`src/rtl/tangconsole_led_pkg.sv`:
```
// Shared constants, state encoding and the per-LED render helper for the LED arbiter.
package tangconsole_led_pkg;

    localparam logic [1:0] LED_OFF  = 2'b00;
    localparam logic [1:0] LED_ON   = 2'b01;
    localparam logic [1:0] LED_SLOW = 2'b10;
    localparam logic [1:0] LED_FAST = 2'b11;

    localparam int PHASE_SLOW_BIT = 3;
    localparam int PHASE_FAST_BIT = 1;

    typedef enum logic {
        S_IDLE = 1'b0,
        S_OWN  = 1'b1
    } state_t;

    // Drive level of one LED for a 2-bit display mode at the given blink phase.
    function automatic logic led_render(input logic [1:0] led_mode, input logic [3:0] phase);
        logic lvl;
        case (led_mode)
            LED_ON:   lvl = 1'b1;
            LED_SLOW: lvl = phase[PHASE_SLOW_BIT];
            LED_FAST: lvl = phase[PHASE_FAST_BIT];
            default:  lvl = 1'b0;
        endcase
        return lvl;
    endfunction

endpackage

```
`src/rtl/tangconsole_led_tick.sv`:
```
// Prescaler producing a one-cycle tick every TICK_DIV cycles, plus a 4-bit blink phase.
module tangconsole_led_tick #(
    parameter int TICK_DIV = 2_000_000
) (
    input  logic       clk,
    input  logic       reset_n,
    output logic       tick,
    output logic [3:0] phase
);

    localparam int CNT_W = (TICK_DIV > 2) ? $clog2(TICK_DIV) : 1;
    localparam logic [CNT_W-1:0] CNT_LAST = CNT_W'(TICK_DIV - 1);

    logic [CNT_W-1:0] tick_cnt_q;
    logic [3:0]       phase_q;

    assign tick  = (tick_cnt_q == CNT_LAST);
    assign phase = phase_q;

    // Wrap the prescaler at TICK_DIV-1 and advance the phase on each tick.
    always_ff @(posedge clk or negedge reset_n) begin
        if (!reset_n) begin
            tick_cnt_q <= '0;
            phase_q    <= '0;
        end else if (tick) begin
            tick_cnt_q <= '0;
            phase_q    <= phase_q + 4'd1;
        end else begin
            tick_cnt_q <= tick_cnt_q + CNT_W'(1);
        end
    end

endmodule

```
`src/rtl/tangconsole_led_arbiter.sv`:
```
// Fixed-priority owner arbitration with minimum hold time for the two board status LEDs.
// The owner's live mode bits and the blink phase are rendered into a registered LED drive.
module tangconsole_led_arbiter
    import tangconsole_led_pkg::*;
#(
    parameter int NUM_REQ    = 4,
    parameter int TICK_DIV   = 2_000_000,
    parameter int HOLD_TICKS = 8
) (
    input  logic                 clk,
    input  logic                 reset_n,
    input  logic [NUM_REQ-1:0]   req,
    input  logic [4*NUM_REQ-1:0] mode,
    output logic [NUM_REQ-1:0]   grant,
    output logic                 tick,
    output logic [1:0]           led
);

    localparam logic [3:0] HOLD_INIT = 4'(HOLD_TICKS);

    state_t             state_q;
    logic [NUM_REQ-1:0] grant_q;
    logic [3:0]         hold_q;
    logic [1:0]         led_q;
    logic [1:0]         led_d;
    logic [3:0]         phase;
    logic [3:0]         owner_mode;
    logic [NUM_REQ-1:0] req_first;
    logic [NUM_REQ-1:0] hi_req;
    logic [NUM_REQ-1:0] hi_first;

    tangconsole_led_tick #(
        .TICK_DIV(TICK_DIV)
    ) u_tick (
        .clk     (clk),
        .reset_n (reset_n),
        .tick    (tick),
        .phase   (phase)
    );

    // Lowest set bit picks the winner; grant_q-1 masks indices above the (one-hot) owner.
    assign req_first = req & (~req + NUM_REQ'(1));
    assign hi_req    = req & (grant_q - NUM_REQ'(1));
    assign hi_first  = hi_req & (~hi_req + NUM_REQ'(1));

    // Arbiter FSM: grant, release, and preemption once the hold time has run out.
    always_ff @(posedge clk or negedge reset_n) begin
        if (!reset_n) begin
            state_q <= S_IDLE;
            grant_q <= '0;
            hold_q  <= '0;
        end else begin
            case (state_q)
                S_IDLE: begin
                    if (|req) begin
                        state_q <= S_OWN;
                        grant_q <= req_first;
                        hold_q  <= HOLD_INIT;
                    end
                end
                S_OWN: begin
                    if ((req & grant_q) == '0) begin
                        state_q <= S_IDLE;
                        grant_q <= '0;
                        hold_q  <= '0;
                    end else if (hold_q != 4'd0) begin
                        if (tick) begin
                            hold_q <= hold_q - 4'd1;
                        end
                    end else if (|hi_req) begin
                        grant_q <= hi_first;
                        hold_q  <= HOLD_INIT;
                    end
                end
                default: begin
                    state_q <= S_IDLE;
                    grant_q <= '0;
                    hold_q  <= '0;
                end
            endcase
        end
    end

    // Select the current owner's mode nibble from the one-hot grant.
    always_comb begin
        owner_mode = '0;
        for (int i = 0; i < NUM_REQ; i++) begin
            if (grant_q[i]) begin
                owner_mode = owner_mode | mode[4*i +: 4];
            end
        end
        if (state_q == S_OWN) begin
            led_d = {led_render(owner_mode[3:2], phase), led_render(owner_mode[1:0], phase)};
        end else begin
            led_d = 2'b00;
        end
    end

    // Register the LED drive so the pins see a clean, glitch-free level.
    always_ff @(posedge clk or negedge reset_n) begin
        if (!reset_n) begin
            led_q <= 2'b00;
        end else begin
            led_q <= led_d;
        end
    end

    assign grant = grant_q;
    assign led   = led_q;

endmodule

```
`config.mk`:
```
export PLATFORM = sky130hd
export DESIGN_NAME = tangconsole_led_arbiter
export DESIGN_NICKNAME = d
export VERILOG_FILES = /design/src/rtl/tangconsole_led_pkg.sv /design/src/rtl/tangconsole_led_tick.sv /design/src/rtl/tangconsole_led_arbiter.sv
export SDC_FILE = /design/constraint.sdc
export NUM_CORES = 1
export LEC_CHECK = 0
export CAP_MARGIN = 10
export CORE_ASPECT_RATIO = 0.8
export CORE_MARGIN = 2
export CORE_UTILIZATION = 35
export DETAILED_ROUTE_END_ITERATION = 8
export PLACE_DENSITY = 0.57
export SLEW_MARGIN = 30
export SYNTH_ARGS = -nofsm -noshare
export SYNTH_HDL_FRONTEND = slang
export SYNTH_SLANG_ARGS = --single-unit
```
`constraint.sdc`:
```
create_clock -name clk -period 3.5 [get_ports clk]
set_input_delay 0.35 -clock clk [delete_from_list [all_inputs] [get_ports clk]]
set_output_delay 0.35 -clock clk [all_outputs]
set_load 0.005 [all_outputs]
```
==> run summary, run 1 <==
The flow ran to the end, and the final reports show no timing, DRC or antenna violations. The async set-or-reset flop fraction in the synthesized netlist was 100%; the fmax was 397 MHz. For the number of I/O pins, the log shows 29.

After clock tree synthesis, the clock-pin slew on the worst setup and hold paths is 0.07 ns. The number of vias per cell after detailed routing is 5.26, and the area growth from synthesis to final layout is 24.0%. The mapped netlist covers 1930 µm².

For the global-route wire length before repair, the log shows 7100 µm. The critical path start-end classification was reg2out. The transition at the pin with the smallest max-transition slack works out to 0.785 ns.

Once placement completed, the tool counted placed cells totaling 286. At the end of the flow the core is filled with cells to 44.6%. The endpoint identified for the worst register-to-register timing path is grant[2]. The longest clock path from root to sink contains 2 buffers. Once routing completed, OpenROAD measured the worst setup slack at 0.978 ns. The tools report the count of vias placed by the detailed router as 1545. In this run the mean area of a mapped cell was 9.76 µm². For met1 alone, demand over resource in global routing was 23.0%. For this run, design rule violations remaining after detail routing come to 0.

The launch point of the critical path is u_tick.tick_cnt_q[11]. The via count of the first global-routing pass was 1458. After filler insertion, the fill cell instance count of the layout stands at 538. The flop and latch count out of synthesis is 36. The logs give 0 for the number of max-slew violations in the final report and 37 for the pin count of the biggest net entering global routing.

The fraction of layout instances using a drive strength above 1 was 6.11%. After the last flow step, the layout net total stands at 255. For this configuration, the core starts out at a cell density of 35.9%. The most used flip-flop cell after synthesis is dfrtp_1.

Across all register-to-register paths, the minimum setup slack is 1.14 ns. The worst register-to-register path has a depth of 6. Number of flops mapped to enable cells by yosys: 0. The type of the most critical hold path is in2async. TritonCTS built the clock tree. The post-route fraction of the period consumed by the critical path came out at 72.0%. The number of hold buffers added after CTS is 0, and the worst hold slack after final layout is 0.132 ns. For this run, the detailed router's first-pass iteration total came to 4. In the global route stage, met3 resource usage came out at 4.61%. The share of synthesized area occupied by flip-flops and latches was 46.6%.

The die covers 6130 µm². For the initial antenna violation count, the log shows 0. The count of cells in the finished layout, fillers not included, comes to 294. For this run, the total global-route usage over all layers was measured as 15.1%. In this run the tool buffered the top-level ports with 28 buffer cells.

The logs give 0 for the count of antenna diodes in the layout and 0.00700 ns for the worst clock skew. For the maximum vdd ir drop, the log shows 0.226 mV. The worst setup path is captured at an output pin. In the final timing run, aggregate negative setup slack is 0 ns.

For the number of H-tree branching levels, the log shows 2. Final design instance area without fill: 2390 µm². The tools report the kind of start point of the critical path as a flip-flop.

Average detailed-routed wire length per instance: 14.2 µm. Prior to clock tree synthesis, the placed netlist has a worst setup slack of 1.14 ns. The run gives 36 as the clock sink count. The worst pin sits at a relative slew slack of 47.7%.

Total CTS buffers: 5. In this run the core area contains 24 standard-cell rows. In this run the worst path has a maximum fanout of 6. The worst path in the final design needs a cycle of 2.52 ns, including I/O delays and setup. The completed layout was analyzed and its total power is 1.28 mW. For the worst setup path, the data arrival time is 2.17 ns. At the end of routability-driven placement, the weighted congestion stood at 0.930. The number of instances in the synthesized netlist came out at 198.

The placed standard-cell area is 2270 µm², and the HPWL after detailed placement is 3100 µm. The root buffer cell chosen for the clock tree is clkbuf_8. The final antenna-violating net count is 0, and the synthesized netlist net count is 225.

The final layout contains routed wiring with a total length of 4170 µm. The run gives 5380 µm² as the standard cell core area. The number of setup buffers added after CTS is 0.

Setup repair after global routing left no endpoint under its margin. Global routing consumed, on the met2 layer, 19.8% of the routing resources. Summed over all layers, the global routing overflow is 0.

The die extent in x was 87.1 µm; the number of resized instances in the post-cts repair step was 0. In this run the most used layer during global routing was met1. The overall die height is 70.5 µm.

After the first detailed-routing iteration, the DRC count stood at 109. The worst-skew pair later-pin latency is 0.29 ns. The leakage component of the power was 1.04 nW; the final setup violation count was 0. Synthesis instantiated 42 different standard cells from the library. For this design the ratio of total power to cell area is 535 nW/µm². The max-cap check violation count was 0; the data required time of the critical path was 3.15 ns. The tools report the number of failing hold endpoints at the final stage as 0. The source of the worst register-to-register timing path is hold_q[0]. The Yosys step of the flow raised 0 warnings.
-- critical path, cell delays in order, from the launching register on --
cell             delay (ns)
dfrtp_1                0.44
nor4b_2                0.31
nand4_2                0.20
nor3_1                 0.37
clkdlybuf4s50_1        0.57
-- state kept, by name, indices dropped and copies added, names as in the netlist --
name               count
u_tick.tick_cnt_q     21
grant                  4
hold_q                 4
u_tick.phase           4
led                    2
state_q                1
-- worst max path at each step --
stage / to / cells past startpoint / slack [ns]
after floorplan: hold_q[3] / 8 / 1.29
after global placement: grant[1] / 6 / 1.19
after detailed placement: grant[2] / 6 / 1.14
after CTS: tick / 4 / 0.92
after global routing: tick / 4 / 0.77
final: tick / 4 / 0.98
-- final cells by class --
cell class | instances | area (µm²) | area share (%)
inverters | 10 | 37.5 | 1.57
well taps | 65 | 81.3 | 3.40
repair buffers | 28 | 275 | 11.5
clock inverters | 1 | 30.0 | 1.25
flip-flops and latches | 36 | 901 | 37.6
multi-input cells | 147 | 973 | 40.6
clock buffers | 7 | 96.3 | 4.02
-- cell usage after synthesis, types with 4 or more instances --
master     n  area share, %
nor2_1    15            2.9
clkbuf_1   4           0.78
inv_1     10            1.9
o21ai_0    7            1.8
ha_1       5            3.2
and3_1     4            1.3
xnor2_1   10            4.5
a21oi_1    6            1.6
a22oi_1    9            3.5
xor2_1    10            4.5
nand3_1   11            2.8
mux2i_1    5            2.6
nand4_1    6            1.9
dfrtp_1   36             47
nor3_1     6            1.6
nand2_1   22            4.3
-- logic make-up after synthesis --
logic type	Yosys count	synth area share, %
xor+xnor	20	9.07
flops	36	46.6
buf+inv	15	2.98
simple gates	80	21.8
compound gates	36	13.1
mux	6	3.17
fa+ha+maj	5	3.24
-- report_power, final --
group | leakage (nW) | switching (mW) | internal, mW | total [mW]
clock | 0.0645 | 0.145 | 0.251 | 0.396
sequential | 0.480 | 0.0634 | 0.451 | 0.515
combinational | 0.497 | 0.187 | 0.184 | 0.370
-- cell usage in the layout, fill, tap and decap left out, types with 2 or more instances in the layout --
| cell | Yosys | layout |
|---|---|---|
| dfrtp_1 | 36 | 36 |
| inv_1 | 10 | 10 |
| clkbuf_8 | 0 | 7 |
| nor2b_1 | 2 | 2 |
| nor3_1 | 6 | 6 |
| and3_1 | 4 | 4 |
| ha_1 | 5 | 5 |
| nand2_1 | 22 | 22 |
| o31ai_1 | 2 | 2 |
| and4_1 | 2 | 2 |
| o21ai_0 | 7 | 7 |
| clkdlybuf4s50_1 | 0 | 27 |
| nand4_1 | 6 | 6 |
| a311oi_1 | 2 | 2 |
| nor4_1 | 2 | 2 |
| xnor2_1 | 10 | 10 |
| nand3_1 | 11 | 11 |
| and2_1 | 2 | 2 |
| mux2i_1 | 5 | 5 |
| a22oi_1 | 9 | 9 |
| xor2_1 | 10 | 10 |
| nor2_1 | 15 | 15 |
| a21oi_1 | 6 | 6 |
-- metal layers --
layer	vias to the layer above	part of all wire, %
met5	-	0
li1	773	-
met1	741	53
met3	6	3.3
met4	0	1.2
met2	25	43
(Power assumes the default switching activity.)
==> run 2, diff against run 1 <==
PLACE_DENSITY = 0.59   (was 0.57)
clock period = 2.15 ns   (was 3.5 ns; I/O delays follow)
==> run 2 against run 1 <==
  * Sequential cell count unchanged
  * Global-route usage up 0.58 points
  * Routed wire length rose by 2.6%
  * Critical path depth increased by 1
  * Largest cell class unchanged
  * Largest power group unchanged
  * Highest routed layer unchanged
==> run summary, run 2 (synthesized netlist as in run 1, its figures left out) <==
The number of H-tree branching levels was 2 (unchanged); the area growth from synthesis to final layout was 31.5% (was 24.0%). The logs give 901 µm² (unchanged) for the register area and 0.00415 ns (was 0.00700 ns) for the worst clock skew. The logs give 46.4% (was 47.7%) for the worst slew margin relative to its limit and 1621 (was 1545) for the count of vias placed by the detailed router. The wire length reported by the detailed router was 4280 µm (was 4170 µm). The register with the most flip-flops is u_tick.tick_cnt_q (unchanged). Timing would allow up to 474 MHz. Setup repair after global routing could not meet its margin everywhere.

The filler-free cell count of the finished design came out at 314 (was 294). The flow ran to the end, and the final reports show no timing, DRC or antenna violations. The nature of the critical path endpoint was a flip-flop (was an output pin). For the via count of the first global-routing pass, the log shows 1597 (was 1458).

The final antenna-violating net count is 0 (unchanged), and the port buffer count is 28 (unchanged). TritonCTS built the clock tree. The logs give 5 (unchanged) for the total CTS buffers and 65 (was 109) for the first-iteration detailed-routing DRC count. Number of filler cells placed in the layout: 516 (was 538).

For the number of I/O pins, the log shows 29 (unchanged). The cell chosen for the clock root is clkbuf_8 (unchanged). The maximum vdd ir drop was 0.487 mV (was 0.226 mV); the transition at the pin with the smallest max-transition slack was 0.805 ns (was 0.785 ns). The master of the slowest instance on the critical path was or3_1 (was clkdlybuf4s50_1). Commonest cells after routing, fill and taps aside: dfrtp_1 (36), clkdlybuf4s50_1 (26), nand2_1 (22), buf_4 (20), nor2_1 (15) (was dfrtp_1 (36), clkdlybuf4s50_1 (27), nand2_1 (22), nor2_1 (15), nand3_1 (11)).

The clock sink count was 36 (unchanged); the pin count of the biggest net entering global routing was 37 (unchanged). The number of max-slew violations in the final report was 0 (unchanged). The ratio of total power to cell area came out at 829 nW/µm² (was 535 nW/µm²). Final setup violation count: 0 (unchanged). Ordered list of cells on the worst path: nor4b_2 > nand4_2 > or3_1 > a221oi_2 > mux2_1 (was nor4b_2 > nand4_2 > nor3_1 > clkdlybuf4s50_1). The power after layout came out at 2.11 mW (was 1.28 mW). Kind of start point of the critical path: a flip-flop (unchanged).

The number of remaining DRC errors was 0 (unchanged); the area of the die was 6130 µm² (unchanged). The initial antenna violation count was 0 (unchanged); the number of cell rows was 24 (unchanged). The area of the multi-input gates came out at 988 µm² (was 973 µm²).

The global-route wire length before repair was 7490 µm (was 7100 µm). The clock transition time at the flip-flop clock pins of the worst setup and hold paths came out at 0.07 ns (about the same). Of the available clock period, the critical path in the final layout requires 98.2%. The max-cap check violation count is 0 (unchanged), and the average detailed-routed wire length per instance is 13.6 µm (was 14.2 µm). The run gives 2.28 ns (was 2.17 ns) as the arrival time of the worst setup path. Clock tree buffer depth: 2 (unchanged).

The overall track demand over capacity in global routing is 15.6% (was 15.1%), and the total negative setup slack is 0 ns (unchanged). The fraction of layout instances using a drive strength above 1 is 14.5% (was 6.11%), and the overall die height is 70.5 µm (unchanged). The critical path start-end classification was reg2reg (was reg2out). The run gives 5380 µm² (unchanged) as the standard cell core area. The net count reported at finish came out at 275 (was 255). The count of antenna diodes in the layout is 0 (unchanged). The run gives 0 (unchanged) as the number of failing hold endpoints at the final stage. The most common cell after layout, fill and taps aside was dfrtp_1 (unchanged). Die extent in x: 87.1 µm (unchanged). The worst-skew pair later-pin latency is 0.29 ns (about the same), and the leakage component of the power is 1.15 nW (was 1.04 nW). The data required time of the critical path was 2.32 ns (was 3.15 ns).

The clock period minus worst slack is 2.11 ns. Number of vias per cell after detailed routing: 5.16 (was 5.26). The type of the most critical hold path was in2async (unchanged).

Weighted congestion at the end of routability-driven global placement: 0.879 (was 0.930). The number of hold buffers added after CTS was 0 (unchanged); the largest incremental delay on the critical path was 0.45 ns (was 0.57 ns). For the number of iterations in the first detailed-routing pass, the log shows 4 (unchanged). The flip-flop count of the largest register after layout is 21 (unchanged), and the critical-path maximum fanout is 5 (was 6).

Starting density of the core: 35.9% (unchanged). The logs give 304 (was 286) for the post-placement cell count and 0 (unchanged) for the sum of overflow across all layers after global routing. HPWL after detailed placement: 3190 µm (was 3100 µm).
run 2: critical path, delay by kind of cell (launching register included):
family / cells / cell delay [ns]
and+or+nand+nor: 3 / 0.94
DFF: 1 / 0.39
AOI/OAI and AO/OA: 1 / 0.32
muxes: 1 / 0.35
run 2: through the flow:
stage	hold slack [ns]	worst slack (ns)	util, %	cell area (µm²)
after detailed placement	0.354	-0.0364	44.7	2400
after floorplan	-0.0806	0.00906	-	1930
after global placement	0.354	0.0126	44.7	2400
after global routing	0.0874	-0.0576	47.3	2540
final	0.0119	0.0385	47.3	2540
after CTS	0.0346	0.00281	47.0	2520
run 2: path summary, 6_finish.rpt:
| kind | depth (start not counted) | endpoint | slack (ns) | start |
|---|---|---|---|---|
| setup reg to reg | 5 | hold_q[3] | 0.04 | u_tick.tick_cnt_q[8] |
| max in group asynchronous | 1 | grant[3] | 1.62 | reset_n |
| setup / recovery | 5 | hold_q[3] | 0.04 | u_tick.tick_cnt_q[8] |
| hold reg to reg | 1 | u_tick.phase[2] | 0.48 | u_tick.phase[2] |
| min in group clk | 1 | u_tick.phase[2] | 0.48 | u_tick.phase[2] |
| hold / removal | 1 | u_tick.tick_cnt_q[2] | 0.01 | reset_n |
run 2: cell type report:
cell class              instances  area share [%]
multi-input cells             147            38.9
flip-flops and latches         36            35.5
repair buffers                 48            16.7
well taps                      65            3.20
clock buffers                   6            2.86
inverters                      10            1.48
clock inverters                 2            1.38
run 2: routing by layer:
metal | GRT usage (%) | vias to the layer above | routed length (µm)
met5 | 0 | - | 0
met4 | 7.12 | 0 | 58
met3 | 3.66 | 4 | 114
met2 | 21.2 | 26 | 1790
met1 | 23.2 | 772 | 2310
li1 | - | 819 | -
run 2: repair_timing:
item	CTS	global route
gates resized for setup	4	0
buffers inserted	0	2
pin swaps	2	1
endpoints found under the setup margin	1	5
run 2: power breakdown:
part | switching, mW | internal, mW | total, mW
combinational | 0.347 | 0.372 | 0.718
clock | 0.240 | 0.344 | 0.584
sequential | 0.0689 | 0.735 | 0.804
==> run 3, diff against run 2 <==
RECOVER_POWER = 50   (was unset)
TNS_END_PERCENT = 100   (was unset)
==> run 3 against run 2 <==
  * The run now ends with max-capacitance violations, max-slew violations left
  * Die area stayed put
  * Fmax about the same
  * Cell area is essentially flat
  * Clock skew shrank 0.00056 ns
  * Setup slack gained 0.00059 ns
  * Sequential power about the same
  * Count of clock-buffer cells in the layout unchanged
  * Combinational power barely moved
  * Routed wire length increased by 0.12%
  * Critical path depth unchanged
  * Cell count stayed put
  * Global-route usage did not move
==> run summary, run 3 (synthesized netlist as in run 1, its figures left out) <==
The tools report the worst-skew pair later-pin latency as 0.29 ns (about the same). The tools report the worst slew margin relative to its limit as -29.2% (was 46.4%). Fraction of layout instances using a drive strength above 1: 14.1% (was 14.5%). The clock tree buffer depth was 2 (unchanged). Critical path start-end classification: reg2reg (unchanged). Flip-flop count of the largest register after layout: 21 (unchanged). The final reports fail on max-capacitance violations, max-slew violations.

The most common cell after layout, fill and taps aside is dfrtp_1 (unchanged). The tools report the nature of the critical path endpoint as a flip-flop (unchanged). Weighted congestion at the end of routability-driven global placement: 0.879 (unchanged). The run gives 0 (unchanged) as the number of remaining DRC errors. The starting density of the core was 35.9% (unchanged).

The tools report the kind of start point of the critical path as a flip-flop (unchanged). The run finished, with violations left. The critical-path maximum fanout came out at 5 (unchanged). The fmax is 474 MHz (about the same). Setup repair after global routing could not meet its margin everywhere. Ordered list of cells on the worst path: nor4b_2 > nand4_2 > or3_1 > a221oi_2 > mux2_1 (unchanged). Post-route fraction of the period consumed by the critical path: 98.2% (about the same).

The number of failing hold endpoints at the final stage is 0 (unchanged), and the count of antenna diodes in the layout is 0 (unchanged). The run gives 27.8% (was 27.7%) as the clock network power share. The worst clock skew is 0.00359 ns (was 0.00415 ns), and the transition at the pin with the smallest max-transition slack is 1.94 ns (was 0.805 ns). The number of vias per cell after detailed routing is 5.19 (was 5.16). The type of the most critical hold path is in2async (unchanged).

The largest incremental delay on the critical path was 0.45 ns (about the same). TritonCTS built the clock tree. Global-route wire length before repair: 7490 µm (unchanged).

The pin count of the biggest net entering global routing came out at 37 (unchanged). The total CTS buffers is 5 (unchanged). The wire length reported by the detailed router is 4280 µm (about the same), and the power share of the combinational group is 34.2% (was 34.1%). The clock transition time at the flip-flop clock pins of the worst setup and hold paths was 0.07 ns (about the same); the final setup violation count was 0 (unchanged). The tools report the cell chosen for the clock root as clkbuf_8 (unchanged).

The tools report the total internal power as 1.45 mW (about the same). Initial antenna violation count: 0 (unchanged). The count of vias placed by the detailed router is 1631 (was 1621). The sum of overflow across all layers after global routing is 0 (unchanged), and the clock sink count is 36 (unchanged). The core occupancy in the finished layout is 47.2% (was 47.3%), and the max-cap check violation count is 1 (was 0). The port buffer count is 28 (unchanged), and the share of total power consumed by net switching is 31.3% (was 31.1%).

The leakage component of the power was 1.15 nW (about the same). The run gives 0 (unchanged) as the number of hold buffers added after CTS. The area of the die was 6130 µm² (unchanged); the first-iteration detailed-routing DRC count was 61 (was 65). The tools report the net count reported at finish as 275 (unchanged). The overall track demand over capacity in global routing was 15.6% (unchanged). Area growth from synthesis to final layout: 31.4% (was 31.5%).

Commonest cells after routing, fill and taps aside: dfrtp_1 (36), clkdlybuf4s50_1 (26), nand2_1 (22), buf_4 (20), nor2_1 (15) (unchanged). The final antenna-violating net count is 0 (unchanged), and the arrival time of the worst setup path is 2.28 ns (about the same). The run gives 0 ns (unchanged) as the total negative setup slack. The overall die height was 70.5 µm (unchanged). The via count of the first global-routing pass is 1597 (unchanged), and the clock period minus worst slack is 2.11 ns (about the same). For the number of iterations in the first detailed-routing pass, the log shows 4 (unchanged). The data required time of the critical path was 2.32 ns (about the same); the number of I/O pins was 29 (unchanged). The number of cell rows was 24 (unchanged). For the fraction of power consumed by sequential logic, the log shows 38.0% (was 38.2%). The number of H-tree branching levels is 2 (unchanged), and the HPWL after detailed placement is 3190 µm (unchanged). The number of max-slew violations in the final report is 37 (was 0), and the switching power is 0.661 mW (was 0.655 mW). The standard cell core area was 5380 µm² (unchanged); the die extent in x was 87.1 µm (unchanged). The ratio of total power to cell area was 832 nW/µm² (was 829 nW/µm²). Master of the slowest instance on the critical path: or3_1 (unchanged). The maximum vdd ir drop was 0.488 mV (was 0.487 mV); the average detailed-routed wire length per instance was 13.6 µm (about the same). The register with the most flip-flops is u_tick.tick_cnt_q (unchanged).
==> run 3: routing by layer <==
layer  GRT usage (%)  share of wire [%]  vias to the layer above
met5               0                  0                        -
met2            21.2                 42                       26
li1                -                  -                      818
met4            7.12                1.4                        0
met1            23.2                 54                      783
met3            3.66                2.6                        4
==> run 3: layout make-up <==
type,count,area (µm²)
multi-input cells,147,988
flip-flops and latches,36,901
clock buffers,6,72.6
fillers,516,2840
inverters,10,37.5
clock inverters,2,35.0
well taps,65,81.3
repair buffers,48,423
==> run 3: power by group through the flow <==
stage | registers [mW] | logic [mW] | clock network (mW)
global placement | 0.815 | 0.722 | 0
global route | 0.814 | 0.804 | 0.644
CTS | 0.802 | 0.718 | 0.609
detailed placement | 0.815 | 0.712 | 0
finish | 0.803 | 0.721 | 0.587
floorplan | 0.787 | 0.439 | 0
==> run 3: worst max-delay path: cells and delay by family (launching register included) <==
family	cells	cell delay (ns)
flip-flops	1	0.39
AND/OR/NAND/NOR	3	0.94
multiplexers	1	0.35
AO/OA/AOI/OAI	1	0.32
==> run 3: per-stage QoR <==
step                power (mW)  area [µm²]  worst slack [ns]  cells  hold WS [ns]
floorplan                 1.23        1930           0.00906    198       -0.0806
global placement          1.54        2400            0.0126    304         0.354
detailed placement        1.53        2400           -0.0364    304         0.354
CTS                       2.13        2520           0.00281    312        0.0346
global route              2.26        2540           -0.0576    314         0.492
finish                    2.11        2540            0.0391    314         0.459
==> run 3: timing repair <==
action | in CTS | in global routing
gates resized for setup | 4 | 0
endpoints found under the hold margin | 0 | 0
pin swaps | 2 | 1
endpoints found under the setup margin | 1 | 5
buffers inserted | 0 | 2
==> run 3: final timing paths <==
check	from	end	slack (ns)	depth (start not counted)
min	reset_n	u_tick.tick_cnt_q[2]	0.46	1
max	u_tick.tick_cnt_q[8]	hold_q[3]	0.04	5
max in group asynchronous	reset_n	grant[2]	0.58	1
min reg2reg	u_tick.phase[2]	u_tick.phase[2]	0.47	1
min in group clk	u_tick.phase[2]	u_tick.phase[2]	0.47	1
max reg2reg	u_tick.tick_cnt_q[8]	hold_q[3]	0.04	5
